<file path="config.mk">
export PLATFORM = sky130hd
export DESIGN_NAME = id_ex_stage
export DESIGN_NICKNAME = d
export VERILOG_FILES = /design/src/rtl/id_ex_stage.sv
export SDC_FILE = /design/constraint.sdc
export NUM_CORES = 1
export LEC_CHECK = 0
export ABC_AREA = 1
export BUFFER_PORTS_ARGS = -buffer_cell sky130_fd_sc_hd__buf_4
export CORE_AREA = 2 2 272 274
export DETAILED_ROUTE_END_ITERATION = 6
export DIE_AREA = 0 0 274 276
export GPL_ROUTABILITY_DRIVEN = 1
export PLACE_DENSITY = 0.48
export SLEW_MARGIN = 10
export SYNTH_ARGS = -nofsm -noshare
export SYNTH_HDL_FRONTEND = slang
export SYNTH_SLANG_ARGS = --single-unit
</file>
<file path="constraint.sdc">
create_clock -name clk -period 1.8 [get_ports clk]
set_clock_uncertainty 0.2 [all_clocks]
set_input_delay 0.36 -clock clk [delete_from_list [all_inputs] [get_ports clk]]
set_output_delay 0.36 -clock clk [all_outputs]
set_load 0.02 [all_outputs]
</file>
<file path="src/rtl/id_ex_stage.sv">
// Decode-to-execute pipeline register with EX/MEM and MEM/WB operand forwarding and load-use bubbling.
// Optional ID_EX_PERF_EN adds stall_cnt/bubble_cnt performance counter ports.
module id_ex_stage #(
  parameter int unsigned XLEN   = 64,
  parameter int unsigned RA_W   = 5,
  parameter int unsigned CTRL_W = 4
) (
  input  logic              clk,
  input  logic              reset,
  input  logic              flush,
  input  logic              in_valid,
  output logic              in_ready,
  input  logic [XLEN-1:0]   in_pc,
  input  logic [RA_W-1:0]   in_rs1_addr,
  input  logic [RA_W-1:0]   in_rs2_addr,
  input  logic [RA_W-1:0]   in_rd_addr,
  input  logic [XLEN-1:0]   in_rs1_data,
  input  logic [XLEN-1:0]   in_rs2_data,
  input  logic [XLEN-1:0]   in_imm,
  input  logic              in_use_imm,
  input  logic              in_uses_rs2,
  input  logic [CTRL_W-1:0] in_alu_ctrl,
  input  logic              in_reg_write,
  input  logic              in_mem_read,
  input  logic              in_mem_write,
  input  logic              exmem_wen,
  input  logic [RA_W-1:0]   exmem_rd,
  input  logic [XLEN-1:0]   exmem_data,
  input  logic              memwb_wen,
  input  logic [RA_W-1:0]   memwb_rd,
  input  logic [XLEN-1:0]   memwb_data,
  output logic              out_valid,
  input  logic              out_ready,
  output logic [XLEN-1:0]   alu_rs1,
  output logic [XLEN-1:0]   alu_rs2,
  output logic [CTRL_W-1:0] alu_control,
  output logic [XLEN-1:0]   out_store_data,
  output logic [XLEN-1:0]   out_pc,
  output logic [RA_W-1:0]   out_rd,
`ifdef ID_EX_PERF_EN
  output logic [31:0]       stall_cnt,
  output logic [31:0]       bubble_cnt,
`endif
  output logic              out_reg_write,
  output logic              out_mem_read,
  output logic              out_mem_write
);

  logic [RA_W-1:0] rs1_addr_q;
  logic [RA_W-1:0] rs2_addr_q;
  logic [XLEN-1:0] rs1_data_q;
  logic [XLEN-1:0] rs2_data_q;
  logic [XLEN-1:0] imm_q;
  logic            use_imm_q;

  logic            adv;
  logic            hazard;
  logic            take;
  logic [XLEN-1:0] fwd_rs1;
  logic [XLEN-1:0] fwd_rs2;

  // EX/MEM wins over MEM/WB; x0 is hardwired to zero regardless of held data.
  function automatic logic [XLEN-1:0] fwd_sel(
    input logic [RA_W-1:0] src,
    input logic [XLEN-1:0] held,
    input logic            ex_wen,
    input logic [RA_W-1:0] ex_rd,
    input logic [XLEN-1:0] ex_data,
    input logic            wb_wen,
    input logic [RA_W-1:0] wb_rd,
    input logic [XLEN-1:0] wb_data
  );
    if (src == '0)                   return '0;
    else if (ex_wen && ex_rd == src) return ex_data;
    else if (wb_wen && wb_rd == src) return wb_data;
    else                             return held;
  endfunction

  always_comb begin
    fwd_rs1 = fwd_sel(rs1_addr_q, rs1_data_q, exmem_wen, exmem_rd, exmem_data,
                      memwb_wen, memwb_rd, memwb_data);
    fwd_rs2 = fwd_sel(rs2_addr_q, rs2_data_q, exmem_wen, exmem_rd, exmem_data,
                      memwb_wen, memwb_rd, memwb_data);
  end

  always_comb begin
    adv    = ~out_valid | out_ready;
    hazard = out_valid & out_mem_read & (out_rd != '0) &
             ((in_rs1_addr == out_rd) | (in_uses_rs2 & (in_rs2_addr == out_rd)));
    in_ready = ~reset & adv & ~hazard & ~flush;
    take     = in_valid & in_ready;
  end

  assign alu_rs1        = fwd_rs1;
  assign alu_rs2        = use_imm_q ? imm_q : fwd_rs2;
  assign out_store_data = fwd_rs2;

  // Held instruction; during a stall the operands absorb forwarded values so retiring results are not lost.
  always_ff @(posedge clk) begin
    if (reset) begin
      out_valid     <= 1'b0;
      out_pc        <= '0;
      out_rd        <= '0;
      out_reg_write <= 1'b0;
      out_mem_read  <= 1'b0;
      out_mem_write <= 1'b0;
      alu_control   <= '0;
      rs1_addr_q    <= '0;
      rs2_addr_q    <= '0;
      rs1_data_q    <= '0;
      rs2_data_q    <= '0;
      imm_q         <= '0;
      use_imm_q     <= 1'b0;
    end else if (flush) begin
      out_valid <= 1'b0;
    end else if (adv) begin
      out_valid <= take;
      if (take) begin
        out_pc        <= in_pc;
        out_rd        <= in_rd_addr;
        out_reg_write <= in_reg_write;
        out_mem_read  <= in_mem_read;
        out_mem_write <= in_mem_write;
        alu_control   <= in_alu_ctrl;
        rs1_addr_q    <= in_rs1_addr;
        rs2_addr_q    <= in_rs2_addr;
        rs1_data_q    <= in_rs1_data;
        rs2_data_q    <= in_rs2_data;
        imm_q         <= in_imm;
        use_imm_q     <= in_use_imm;
      end
    end else begin
      rs1_data_q <= fwd_rs1;
      rs2_data_q <= fwd_rs2;
    end
  end

`ifdef ID_EX_PERF_EN
  // Free-running wrap-around counters for stalled offers and load-use bubbles.
  always_ff @(posedge clk) begin
    if (reset) begin
      stall_cnt  <= '0;
      bubble_cnt <= '0;
    end else begin
      if (in_valid & ~in_ready)
        stall_cnt <= stall_cnt + 32'd1;
      if (adv & hazard & in_valid & ~flush)
        bubble_cnt <= bubble_cnt + 32'd1;
    end
  end
`endif

endmodule
</file>
==> reports/results.ini <==
[run_status]
status=finished, violations left
violations=DRC, setup timing

[sta]
finalHoldViolations=0
rsz0062_at_grt=true
slew_viol_final=0
finalSetupViolCount=472
fin_tns_setup_ns=-241.04
max-slew-margin-rel=0.4260
fin_ws_ns=-1.100
min_period_ns=2.900
post-route-period-util=1.611
fmax_mhz=344.8
worstMarginPinSlew_ns=0.8610

[synthesis]
synth_nets=3629
synth_edf_count=0
yosysSeqAreaShare=0.3110
yosysMostFrequentCell=nand2_1
synth_warnings=0
avgSynthCellArea_um2=5.625
ys.flop_type=dfxtp_1
synth_seq_cells=280
ys_async_sr_fraction=0
synth.distinct_cells=22
netlist_area_um2=18020
synthTopCellsByCount=nand2_1 (946), nand3_1 (674), nor2_1 (535), inv_1 (286), dfxtp_1 (280)
synth.area.top_cells=dfxtp_1 (31%), nand2_1 (20%), nand3_1 (19%), nor2_1 (11%), inv_1 (6.0%)
synth_area_leader_cell=dfxtp_1
synthCells=3204
yosysTopAreaCellShare=0.3110

[routing]
dr.first_iter.drc_count=1490
totalWireLength_um=102000
detail-route-antenna-nets=0
drc=1
drt_first_pass_iters=7
wl_per_cell_um=19.29
viasPerCell=4.717
dr_total_vias=24950

[place]
place_congestion=0.8924
hpwl_um=68600
io_buffers=694
placedCellCount=4868
placed_area_um2=27640

[grt]
grt.overflow.total=0
grtUsageMet3=0.04299
grt_max_degree=153
antenna_found_initial=4
grt_busiest_layer=met2
grt_util_all_layers=0.2458
grt_use_met2=0.4329
grt_first_pass_wirelength_um=145300
grt_pass1_vias=24600
use_met1=0.3024

[cts]
cts_sinks=280
htree_levels=2
cts_buffers=38
cts_root_buf=clkbuf_16
cts_tree=yes
clock_latency_ns=0.57
clockBufferDepth=3
path_clk_slew_ns=0.06

[die]
start_util=0.2483
num_io_pins=695
row_count=99
die_w_um=274
die_area_um2=75620
fp.coreArea_um2=72590
die_h_um=276

[worst_setup_path]
critPathMaxFanout=20
r2r_start=rs2_addr_q[1]$_SDFFE_PP0P_
critical_path_class=flop to output port
r2r.worst_path.cells=15
r2r-end=rs2_data_q[11]$_SDFFE_PP0P_
timing.critical_path.arrival_ns=2.34
start_kind=flop
crit_required_ns=1.24
critPathCaptureType=output port
r2r_slack_ns=-0.38

[min_path]
hold_path_startpoint=in_rs2_addr[0]
min_to=rs2_addr_q[0]$_SDFFE_PP0P_
hp-class=input port to flop
holdPathStages=4

[power]
p_sw_frac=0.3192
p_leak_nw=17.37
power_frac_comb=0.303
seqPwrFrac=0.327
intPower_mw=13.84
p_per_area_nw_per_um2=589.1
peakVddDrop_mv=0.5583
pwr-share-clk=0.370
p_switching_mw=6.490

[final_layout]
final_cell_area_um2=34510
utilization=0.4755
fin_cells=5289
synthToLayoutAreaGrowth_pct=91.48
drive_above_1_share=0.3904
nets=4726
nFillCells=7486

[flow_run]
maxCapViolCount=0

metrics by stage:
step / hold WS [ns] / setup WS, ns / power (mW)
detailed placement: 0.2537 / -0.6573 / 11.65
global placement: 0.2524 / -0.6327 / 11.63
CTS: 0.0003862 / -1.096 / 20.12
floorplan: 0.2437 / -0.1905 / 9.175
finish: 0.02649 / -1.100 / 20.33
global route: 0.03173 / -1.200 / 21.25
registers in the layout, indices dropped and copies added, names as in the netlist, 4 cells and up:
name and flops:
imm_q 64, out_pc 64, rs1_data_q 64, rs2_data_q 64, out_rd 5, rs1_addr_q 5, rs2_addr_q 5, alu_control 4
power groups by stage:
| stage | sequential (mW) | combinational, mW | clock (mW) |
|---|---|---|---|
| detailed placement | 6.78 | 4.87 | 0 |
| global route | 6.68 | 6.62 | 7.95 |
| finish | 6.65 | 6.16 | 7.52 |
| global placement | 6.77 | 4.86 | 0 |
| floorplan | 6.81 | 2.36 | 0 |
| CTS | 6.64 | 5.75 | 7.74 |
timing repair:
action	4_1_cts	5_1_grt
pin swaps	36	72
resized for setup	199	284
setup buffers	22	30
hold endpoints to repair	276	0
gates cloned	11	22
setup endpoints to repair	474	474
hold buffers	276	0
routing by layer:
layer  vias up  routed length [um]  share of wire
met3       167                6383          0.063
met5         -                   0              0
li1      12290                   -              -
met2       813               49610           0.49
met4         0                3055          0.030
met1     11680               42980           0.42
cell usage in the layout, fill, tap and decap left out, types with 8 or more instances in the layout:
master / count
inv_4: 10
buf_6: 111
nand2_1: 821
a21oi_1: 153
nand2_2: 98
nor2_1: 425
buf_16: 17
dfxtp_1: 263
nand2_4: 27
dlygate4sd3_1: 276
nand3_4: 17
inv_2: 118
nand3_2: 135
nor2_4: 32
nor2_2: 82
clkbuf_16: 55
inv_1: 166
buf_12: 93
nand3_1: 523
o21ai_4: 59
dfxtp_4: 9
buf_4: 779
dfxtp_2: 8
clkbuf_1: 8
area by class of cell:
cell class	count	area (um^2)	share of cell area
well taps	959	1200	0.03477
diodes	4	10.01	0.0002900
repair buffers	1299	12700	0.3679
inverters	296	1156	0.03350
clock buffers	53	1089	0.03154
multi-input cells	2386	12610	0.3653
flip-flops and latches	280	5649	0.1637
clock inverters	12	106.4	0.003082
worst max path at each step:
| stage | start | to |
|---|---|---|
| after global routing | rs2_addr_q[1]$_SDFFE_PP0P_ | alu_rs2[39] |
| after detailed placement | memwb_rd[3] | alu_rs2[30] |
| after CTS | rs2_addr_q[1]$_SDFFE_PP0P_ | alu_rs2[16] |
| final | rs2_addr_q[1]$_SDFFE_PP0P_ | alu_rs2[39] |
| after floorplan | memwb_rd[3] | alu_rs2[30] |
| after global placement | memwb_rd[3] | alu_rs1[45] |
kinds of logic (layout without fill, tap and decap cells):
logic type,after synthesis,after routing,synth area share
AOI/OAI and AO/OA,220,220,0.06123
other,0,4,0
DFF,280,280,0.3110
xor gates and xnor gates,1,1,0.0004860
buffers and inverters,538,1660,0.1277
and+or+nand+nor,2165,2165,0.4996
worst max-delay path, cell delays in order (launching register included):
cell and delay [ns]:
dfxtp_2 0.36, buf_6 0.13, nand2_4 0.06, nand2_4 0.06, nor2_4 0.04, nand3_4 0.13, buf_12 0.19, buf_12 0.18
nor2_1 0.05, nor2_1 0.14, nand2_2 0.13, o21ai_4 0.14, buf_6 0.13
No activity file was read; power rests on OpenSTA's default activity.
